### src/rtl/uart_pkg.sv
// uart_pkg: constants shared by the UART receive path.
// Holds the FSM state encoding, the legal Prescale values, the parity-type
// encodings, a default data width and the majority-vote helper.
package uart_pkg;

  localparam int DEFAULT_DATA_WIDTH     = 8;
  localparam int DEFAULT_PRESCALE_WIDTH = 6;

  // Receiver FSM encoding
  localparam logic [2:0] ST_IDLE   = 3'd0;
  localparam logic [2:0] ST_START  = 3'd1;
  localparam logic [2:0] ST_DATA   = 3'd2;
  localparam logic [2:0] ST_PARITY = 3'd3;
  localparam logic [2:0] ST_STOP   = 3'd4;

  // Supported oversampling ratios (CLK cycles per bit)
  localparam int PRESCALE_8  = 8;
  localparam int PRESCALE_16 = 16;
  localparam int PRESCALE_32 = 32;

  // PAR_TYP encodings
  localparam logic PAR_EVEN = 1'b0;
  localparam logic PAR_ODD  = 1'b1;

  function automatic logic majority3(input logic a, input logic b, input logic c);
    return (a & b) | (a & c) | (b & c);
  endfunction

endpackage

### src/rtl/uart_rx_sampler.sv
// uart_rx_sampler: per-bit oversampling counter with a three-sample majority vote.
// Ports: clk_i/rst_i (async active-high), en_i (frame in progress), rx_i (line),
//        prescale_i (cycles per bit); vote_o (voted bit), bit_done_o (last cycle of bit).
module uart_rx_sampler
  import uart_pkg::*;
#(
  parameter int PRESCALE_WIDTH = DEFAULT_PRESCALE_WIDTH
) (
  input  logic                      clk_i,
  input  logic                      rst_i,
  input  logic                      en_i,
  input  logic                      rx_i,
  input  logic [PRESCALE_WIDTH-1:0] prescale_i,
  output logic                      vote_o,
  output logic                      bit_done_o
);

  logic [PRESCALE_WIDTH-1:0] edge_cnt_q, edge_cnt_d;
  logic [2:0]                smp_q, smp_d;
  logic [PRESCALE_WIDTH-1:0] half, smp_at0, smp_at1, smp_at2, last_cnt;

  // Compare points wrap modulo 2**PRESCALE_WIDTH, so an unsupported Prescale
  // still lets the counter reach last_cnt and the FSM keeps moving.
  assign half     = prescale_i >> 1;
  assign smp_at0  = half - PRESCALE_WIDTH'(1);
  assign smp_at1  = half;
  assign smp_at2  = half + PRESCALE_WIDTH'(1);
  assign last_cnt = prescale_i - PRESCALE_WIDTH'(1);

  assign bit_done_o = en_i && (edge_cnt_q == last_cnt);
  assign vote_o     = majority3(smp_q[0], smp_q[1], smp_q[2]);

  always_comb begin
    edge_cnt_d = edge_cnt_q;
    smp_d      = smp_q;
    // Held at 0 while idle so the first START cycle always sees edge_cnt = 0.
    if (!en_i || bit_done_o) begin
      edge_cnt_d = '0;
    end else begin
      edge_cnt_d = edge_cnt_q + PRESCALE_WIDTH'(1);
    end
    if (edge_cnt_q == smp_at0) smp_d[0] = rx_i;
    if (edge_cnt_q == smp_at1) smp_d[1] = rx_i;
    if (edge_cnt_q == smp_at2) smp_d[2] = rx_i;
  end

  always_ff @(posedge clk_i or posedge rst_i) begin
    if (rst_i) begin
      edge_cnt_q <= '0;
      smp_q      <= '0;
    end else begin
      edge_cnt_q <= edge_cnt_d;
      smp_q      <= smp_d;
    end
  end

endmodule

### src/rtl/uart_rx.sv
// uart_rx: UART receiver, LSB-first, start + DATA_WIDTH data + optional parity + 1 stop.
// Ports: CLK, RST (async active-high), RX_IN, Prescale, PAR_EN, PAR_TYP in;
//        P_DATA, data_valid, par_err, stp_err out. Macro UART_RX_SYNC_EN adds a 2-flop RX_IN synchroniser.
module uart_rx
  import uart_pkg::*;
#(
  parameter int DATA_WIDTH     = DEFAULT_DATA_WIDTH,
  parameter int PRESCALE_WIDTH = DEFAULT_PRESCALE_WIDTH
) (
  input  logic                      CLK,
  input  logic                      RST,
  input  logic                      RX_IN,
  input  logic [PRESCALE_WIDTH-1:0] Prescale,
  input  logic                      PAR_EN,
  input  logic                      PAR_TYP,
  output logic [DATA_WIDTH-1:0]     P_DATA,
  output logic                      data_valid,
  output logic                      par_err,
  output logic                      stp_err
);

  localparam int BCW = (DATA_WIDTH > 1) ? $clog2(DATA_WIDTH) : 1;
  localparam logic [BCW-1:0] LAST_BIT = BCW'(DATA_WIDTH - 1);

  logic rx;

`ifdef UART_RX_SYNC_EN
  logic sync1_q, sync2_q;

  // Reset to the idle level so leaving reset never looks like a start bit.
  always_ff @(posedge CLK or posedge RST) begin
    if (RST) begin
      sync1_q <= 1'b1;
      sync2_q <= 1'b1;
    end else begin
      sync1_q <= RX_IN;
      sync2_q <= sync1_q;
    end
  end
  assign rx = sync2_q;
`else
  assign rx = RX_IN;
`endif

  logic [2:0]                state_q, state_d;
  logic [BCW-1:0]            bit_cnt_q, bit_cnt_d;
  logic [DATA_WIDTH-1:0]     shift_q, shift_d;
  logic                      par_fail_q, par_fail_d;
  logic [PRESCALE_WIDTH-1:0] prescale_q, prescale_d;
  logic                      par_en_q, par_en_d;
  logic                      par_typ_q, par_typ_d;
  logic [DATA_WIDTH-1:0]     p_data_q, p_data_d;
  logic                      data_valid_q, data_valid_d;
  logic                      par_err_q, par_err_d;
  logic                      stp_err_q, stp_err_d;
  logic                      vote, bit_done, take_start, par_exp;

  uart_rx_sampler #(
    .PRESCALE_WIDTH(PRESCALE_WIDTH)
  ) u_sampler (
    .clk_i      (CLK),
    .rst_i      (RST),
    .en_i       (state_q != ST_IDLE),
    .rx_i       (rx),
    .prescale_i (prescale_q),
    .vote_o     (vote),
    .bit_done_o (bit_done)
  );

  assign par_exp = (^shift_q) ^ (par_typ_q == PAR_ODD);

  always_comb begin
    state_d      = state_q;
    bit_cnt_d    = bit_cnt_q;
    shift_d      = shift_q;
    par_fail_d   = par_fail_q;
    prescale_d   = prescale_q;
    par_en_d     = par_en_q;
    par_typ_d    = par_typ_q;
    p_data_d     = p_data_q;
    data_valid_d = 1'b0;
    par_err_d    = 1'b0;
    stp_err_d    = 1'b0;
    take_start   = 1'b0;

    case (state_q)
      ST_IDLE: begin
        take_start = !rx;
      end
      ST_START: begin
        // A start bit that votes high was a glitch: drop it silently.
        if (bit_done) state_d = vote ? ST_IDLE : ST_DATA;
      end
      ST_DATA: begin
        if (bit_done) begin
          shift_d = {vote, shift_q[DATA_WIDTH-1:1]};
          if (bit_cnt_q == LAST_BIT) begin
            bit_cnt_d = '0;
            state_d   = par_en_q ? ST_PARITY : ST_STOP;
          end else begin
            bit_cnt_d = bit_cnt_q + BCW'(1);
          end
        end
      end
      ST_PARITY: begin
        if (bit_done) begin
          par_fail_d = (vote != par_exp);
          state_d    = ST_STOP;
        end
      end
      ST_STOP: begin
        if (bit_done) begin
          state_d      = ST_IDLE;
          stp_err_d    = !vote;
          par_err_d    = par_fail_q;
          data_valid_d = vote && !par_fail_q;
          if (vote && !par_fail_q) p_data_d = shift_q;
          // The line cycle after the stop bit is the first cycle a gapless
          // sender can drive its next start bit; catch it here so
          // back-to-back frames keep their exact spacing.
          take_start = !rx;
        end
      end
      default: state_d = ST_IDLE;
    endcase

    if (take_start) begin
      state_d    = ST_START;
      bit_cnt_d  = '0;
      par_fail_d = 1'b0;
      prescale_d = Prescale;
      par_en_d   = PAR_EN;
      par_typ_d  = PAR_TYP;
    end
  end

  always_ff @(posedge CLK or posedge RST) begin
    if (RST) begin
      state_q      <= ST_IDLE;
      bit_cnt_q    <= '0;
      shift_q      <= '0;
      par_fail_q   <= 1'b0;
      prescale_q   <= '0;
      par_en_q     <= 1'b0;
      par_typ_q    <= 1'b0;
      p_data_q     <= '0;
      data_valid_q <= 1'b0;
      par_err_q    <= 1'b0;
      stp_err_q    <= 1'b0;
    end else begin
      state_q      <= state_d;
      bit_cnt_q    <= bit_cnt_d;
      shift_q      <= shift_d;
      par_fail_q   <= par_fail_d;
      prescale_q   <= prescale_d;
      par_en_q     <= par_en_d;
      par_typ_q    <= par_typ_d;
      p_data_q     <= p_data_d;
      data_valid_q <= data_valid_d;
      par_err_q    <= par_err_d;
      stp_err_q    <= stp_err_d;
    end
  end

  assign P_DATA     = p_data_q;
  assign data_valid = data_valid_q;
  assign par_err    = par_err_q;
  assign stp_err    = stp_err_q;

endmodule

### config.mk
export PLATFORM = sky130hd
export DESIGN_NAME = uart_rx
export DESIGN_NICKNAME = d
export VERILOG_FILES = /design/src/rtl/uart_pkg.sv /design/src/rtl/uart_rx_sampler.sv /design/src/rtl/uart_rx.sv
export SDC_FILE = /design/constraint.sdc
export NUM_CORES = 1
export LEC_CHECK = 0
export BUFFER_PORTS_ARGS = -buffer_cell sky130_fd_sc_hd__buf_2
export CORE_MARGIN = 2
export CORE_UTILIZATION = 55
export DETAILED_ROUTE_END_ITERATION = 10
export PLACE_DENSITY = 0.75
export RECOVER_POWER = 25
export SYNTH_ARGS = -nofsm -noshare
export SYNTH_HDL_FRONTEND = slang
export SYNTH_SLANG_ARGS = --single-unit
### constraint.sdc
create_clock -name CLK -period 5 [get_ports CLK]
set_clock_uncertainty 0.05 [all_clocks]
set_input_delay 1 -clock CLK [delete_from_list [all_inputs] [get_ports CLK]]
set_output_delay 1 -clock CLK [all_outputs]
set_load 0.1 [all_outputs]
Yosys cells after proc, flatten, opt, wreduce, memory -nomap -nowiden --
Cells that the tools add are included.
Word-level totals: word-level logic and storage cells 85, bits in registers 43
Cells by class: mux-type cells 25, reductions and logical operators 18, bitwise operators 6, equality and inequality tests 16, add/sub/neg operators 5
Operators with widths (number):
- 3-bit 2-to-1 mux | 11
- 6-bit == test | 3
- 3-bit case mux with 5 select lines | 1
- 3-bit by 2-bit inequality test with 1-bit output, second input constant | 4
- 1-bit 2-to-1 mux | 10
- 8-bit XOR reduction | 1
- 5-bit by 1-bit adder with 6-bit output, second input constant | 1
- 6-bit by 1-bit adder with 6-bit output, second input constant | 1
- 3-bit by 2-bit == test with 1-bit output, second input constant | 2
- 3-bit == test, second input constant | 2
- 6-bit by 5-bit == test with 1-bit output | 1
- 6-bit 2-to-1 mux | 1
- 2-bit AND reduction | 3
- 6-bit AND reduction | 1
- 2-bit nonzero test | 3
- 5-bit by 1-bit subtractor with 6-bit output, second input constant | 1
- 6-bit by 1-bit subtractor with 6-bit output, second input constant | 1
- 1-bit logical NOT | 4
- 3-bit by 1-bit adder with 3-bit output, second input constant | 1
- 1-bit AND | 3
- 3-bit by 1-bit == test with 1-bit output, second input constant | 1
- 3-bit logical NOT | 1
- 3-bit inequality test, second input constant | 1
- 3-bit AND reduction | 1
- other kinds (9) | 11

Depth between registers and ports, before layout --
depth in word-level cells 7, gate-level depth with buffers 11, gate-level depth less buffers 8

Modules after synthesis --
Synthesis repeated with hierarchy kept, for this count alone.
Unflattened totals: cell total of the unflattened synthesis 230, area total of the unflattened synthesis 2414.8 um^2
Modules (own cells, without submodules):
- uart_rx | seq. area each 850.8 um^2, instances 1, cells an instance 132, area each 1527.7 um^2
- uart_rx_sampler | seq. area each 225.2 um^2, instances 1, cells an instance 98, area each 887.1 um^2

Least setup slack after synthesis --
Ideal clock, no wire load.
kind reg-to-reg, from reg prescale_q[2], to reg p_data_q[0], in the netlist P_DATA[0], stages on the path, launching flop included 10, clock period less this slack 2791 ps, setup time 125 ps, path slack 2209 ps, path buffers 1, arrival time 2615 ps, cell sequence dfrtp_1 -> buf_6 -> inv_1 -> ha_1 -> a21boi_1 -> nand3_1 -> a2111oi_4 -> nand3_4 -> nor4_4 -> mux2_2
On the way: word-level cells in the longest chain between the ends 4
RTL lines:
- from (decl) | RTL line uart_rx.sv:49 | logic [PRESCALE_WIDTH-1:0] prescale_q, prescale_d;
- from (signal assigned) | RTL line uart_rx.sv:155 | prescale_q <= prescale_d;
- 6-bit by 1-bit subtractor with 6-bit output | RTL line uart_rx_sampler.sv:28 | assign last_cnt = prescale_i - PRESCALE_WIDTH'(1);
- 6-bit == test | RTL line uart_rx_sampler.sv:30 | assign bit_done_o = en_i && (edge_cnt_q == last_cnt);
- 1-bit logical AND | RTL line uart_rx_sampler.sv:30
- 3-bit AND reduction (no source line)
- to (signal assigned) | RTL line uart_rx.sv:158 | p_data_q <= p_data_d;
- to (decl) | RTL line uart_rx.sv:52 | logic [DATA_WIDTH-1:0] p_data_q, p_data_d;
Every way passes these cells. A chain may end at the register's enable or synchronous reset.

Worst setup path after layout --
from reg prescale_q[2], to reg p_data_q[1], in the netlist P_DATA[1]
Same word-level chain as after synthesis.

==> impl_metrics.json <==
{
  "antenna_violating_nets_post_route": 0,
  "timing.hold.worst.start": "P_DATA[0]$_DFFE_PP0P_",
  "fin_tns_setup_ps": 0,
  "synth_cells": 210,
  "syn-num-nets": 228,
  "synth.yosys.seq_area_share": 0.451,
  "synth_flop_cell": "sky130_fd_sc_hd__dfrtp_1",
  "timing.critical_path.slowest_stage_cell": "sky130_fd_sc_hd__nor4_4",
  "synthDominantAreaCellType": "sky130_fd_sc_hd__dfrtp_1",
  "fp.dieH_um": 69.9,
  "power-per-cell-area_nw_per_um2": 225,
  "dr.pass1.iters": 5,
  "cts_resized": 0,
  "finalWorstSetupSlack_ps": 1920,
  "cpLargestDelayFamily": "simple AND/OR/NAND/NOR gates",
  "detailroute.via_count": 1552,
  "drv_slew": 44,
  "crit_start": "prescale_q[2]$_DFFE_PP0N_",
  "worst_skew_late_latency_ps": 290,
  "hold_violations": 0,
  "clk_pin_slew_worst_paths_ps": 80,
  "routed_wire_length_um": 4180,
  "crit_path_start_kind": "flop",
  "worst_path_largest_cell_delay_ps": 590,
  "r2r-start": "prescale_q[2]$_DFFE_PP0N_",
  "cts-buffers-inserted": 5,
  "buf_inv_stages_crit_path": 1,
  "yosysWarningCount": 0,
  "crit_type": "reg -> reg",
  "outcome": "finished with violations",
  "antenna_found_initial": 0,
  "fp.coreArea_um2": 4090,
  "synth_area_um2": 2390,
  "drt-initial-drc-count": 101,
  "slew_headroom": -0.464,
  "max_cap_viol_count": 1,
  "dieArea_um2": 4880,
  "cts_sinks": 43,
  "initial_utilization": 0.584,
  "worst_setup_path_end_kind": "flop",
  "clock_power_share": 0.372,
  "cts_h_tree_lvls": 2,
  "ctsRootBufferMaster": "sky130_fd_sc_hd__clkbuf_8",
  "layout-drive-gt1-share": 0.281,
  "power.ir.vdd_worst_mv": 0.201,
  "die_w_um": 69.9,
  "number_of_antenna_repair_diodes": 0,
  "period_minus_slack_ps": 3080,
  "maximum_number_of_pins_on_one_net_before_global_route_repair": 44,
  "synth_enable_flop_cells": 0,
  "path_cells": "inv_1 > ha_1 > a21boi_1 > nand3_1 > a2111oi_4 > nand3_4 > nor4_4 > mux2_2",
  "syn-mean-instance-area_um2": 11.4,
  "power_leakage_nw": 1.21,
  "power.share.sequential": 0.604,
  "route.detailed.wl_per_inst_um": 15.0,
  "async_reset_ff_frac": 1.00,
  "p_comb_frac": 0.025,
  "tritoncts": "yes",
  "boundaryPins": 22,
  "synth_cell_types": 48,
  "first_global_vias": 1614,
  "min_path_type": "reg -> reg",
  "critPathMaxFanout": 10,
  "synth.area.top_cells": "sky130_fd_sc_hd__dfrtp_1 (45%), sky130_fd_sc_hd__mux2_2 (12%), sky130_fd_sc_hd__xnor2_1 (7.0%), sky130_fd_sc_hd__xor2_1 (4.0%), sky130_fd_sc_hd__ha_1 (3.7%)",
  "placementRows": 23,
  "fillers": 346,
  "ys_seq_elements": 43,
  "cts_hold_buf": 0,
  "setup_viol_count_final": 0,
  "grt_first_pass_wirelength_um": 7440,
  "power.internal_mw": 0.451,
  "finalWeightedCongestion": 0.942,
  "dp_hpwl_um": 3040,
  "cp.arrival_ps": 3210,
  "drc": 0,
  "grt_setup_unrepaired": "false",
  "cp.required_ps": 5130,
  "buffer_ports.inserted": 21,
  "area_delta_synth_final_pct": 7.50,
  "max_freq_mhz": 325,
  "placement.setup.worst_slack_ps": 1930,
  "layout.nets": 245,
  "ctsLongestPathBuffers": 2,
  "global_route.overflow_total": 0,
  "gr-usage-all-layers": 0.189,
  "cts_setup_buffers": 0,
  "failed_checks": "max-capacitance violations, max-slew violations",
  "worst_pin_slew_ps": 2200,
  "vias_per_cell": 5.58,
  "fin_crit_sh": 0.615,
  "p_switching_mw": 0.127,
  "netSwitchingFraction": 0.220,
  "netlist.area_leader.share": 0.451
}
## final cells by class
cell class | instances | area, µm² | share of cell area
inverters | 8 | 30.0 | 0.0117
clock buffers | 6 | 72.6 | 0.0283
well taps | 50 | 62.6 | 0.0244
flip-flops and latches | 43 | 1080 | 0.420
clock inverters | 2 | 12.5 | 0.00488
multi-input cells | 147 | 1200 | 0.469
repair buffers | 22 | 109 | 0.0424
## cell usage after synthesis, types with 2 or more instances
cell / instances
sky130_fd_sc_hd__and3_1: 2
sky130_fd_sc_hd__nor3b_1: 2
sky130_fd_sc_hd__a21oi_1: 3
sky130_fd_sc_hd__nor2_1: 9
sky130_fd_sc_hd__ha_1: 7
sky130_fd_sc_hd__buf_4: 3
sky130_fd_sc_hd__mux2_2: 26
sky130_fd_sc_hd__clkbuf_1: 2
sky130_fd_sc_hd__o21ai_0: 6
sky130_fd_sc_hd__xnor2_1: 19
sky130_fd_sc_hd__dfrtp_1: 43
sky130_fd_sc_hd__nand3b_1: 2
sky130_fd_sc_hd__inv_1: 8
sky130_fd_sc_hd__xor2_1: 11
sky130_fd_sc_hd__nor2b_1: 3
sky130_fd_sc_hd__a31o_2: 3
sky130_fd_sc_hd__buf_6: 2
sky130_fd_sc_hd__buf_2: 5
sky130_fd_sc_hd__o31ai_1: 2
sky130_fd_sc_hd__and2_1: 2
sky130_fd_sc_hd__nor3_1: 12
sky130_fd_sc_hd__nand3_1: 7
sky130_fd_sc_hd__a31oi_1: 2
sky130_fd_sc_hd__nand2_1: 5
## cells by family (layout without fill, tap and decap cells)
group	Yosys count	count (layout)	synth area share
AOI/OAI and AO/OA	28	28	0.0902
xor gates and xnor gates	30	30	0.110
adders and majority gates	7	7	0.0367
buffers and inverters	20	38	0.0451
DFF	43	43	0.451
muxes	28	28	0.132
and+or+nand+nor	54	54	0.135
## final timing paths
kind	to	cells past startpoint	slack [ps]
worst min register to register	P_DATA[0]$_DFFE_PP0P_	1	450
min in group asynchronous	shift_q[2]$_DFFE_PP0P_	3	1450
worst max-delay path	P_DATA[1]$_DFFE_PP0P_	8	1920
worst min-delay path	P_DATA[0]$_DFFE_PP0P_	1	450
max in group asynchronous	P_DATA[0]$_DFFE_PP0P_	3	2200
worst max register to register	P_DATA[1]$_DFFE_PP0P_	8	1920
## per-layer routing
| layer | up-vias | part of all wire | global-route usage |
|---|---|---|---|
| met5 | - | 0 | 0 |
| met4 | 0 | 0.015 | 0.0662 |
| met3 | 6 | 0.034 | 0.0462 |
| met2 | 32 | 0.44 | 0.297 |
| met1 | 735 | 0.51 | 0.257 |
| li1 | 779 | - | - |
## power by group through the flow
stage	logic (mW)	registers (mW)	clock network, mW
6_report	0.0142	0.349	0.215
5_1_grt	0.0172	0.349	0.233
4_1_cts	0.0155	0.349	0.222
3_5_place_dp	0.0155	0.356	0
3_3_place_gp	0.0153	0.356	0
2_1_floorplan	0.00840	0.356	0
## through the flow
step | utilization | hold WS [ps] | area [µm²] | total power [mW] | instances
after floorplan | - | 429 | 2390 | 0.364 | 210
after global placement | 0.608 | 437 | 2480 | 0.371 | 270
after detailed placement | 0.608 | 440 | 2480 | 0.371 | 270
after CTS | 0.629 | 459 | 2570 | 0.586 | 278
after global routing | 0.628 | 476 | 2560 | 0.600 | 278
final | 0.628 | 454 | 2560 | 0.578 | 278
## state kept, by name, summed over array words and instances (netlist names)
name,count
par_fail_q,1
prescale_q,6
u_sampler.edge_cnt_q,6
state_q,3
shift_q,8
data_valid,1
par_en_q,1
par_err,1
u_sampler.smp_q,3
P_DATA,8
par_typ_q,1
stp_err,1
bit_cnt_q,3
## layout by cell type, fill, tap and decap left out, types with 2 or more instances in the layout
cell type	n
sky130_fd_sc_hd__a21oi_1	3
sky130_fd_sc_hd__a31o_2	3
sky130_fd_sc_hd__a31oi_1	2
sky130_fd_sc_hd__and2_1	2
sky130_fd_sc_hd__and3_1	2
sky130_fd_sc_hd__buf_2	21
sky130_fd_sc_hd__clkbuf_1	2
sky130_fd_sc_hd__clkbuf_8	5
sky130_fd_sc_hd__dfrtp_1	43
sky130_fd_sc_hd__ha_1	7
sky130_fd_sc_hd__inv_1	8
sky130_fd_sc_hd__mux2_2	26
sky130_fd_sc_hd__nand2_1	5
sky130_fd_sc_hd__nand3_1	7
sky130_fd_sc_hd__nand3b_1	2
sky130_fd_sc_hd__nor2_1	9
sky130_fd_sc_hd__nor2b_1	3
sky130_fd_sc_hd__nor3_1	12
sky130_fd_sc_hd__nor3b_1	2
sky130_fd_sc_hd__o21ai_0	6
sky130_fd_sc_hd__o31ai_1	2
sky130_fd_sc_hd__xnor2_1	19
sky130_fd_sc_hd__xor2_1	11
Note: power is estimated with default switching activity, not from simulation.
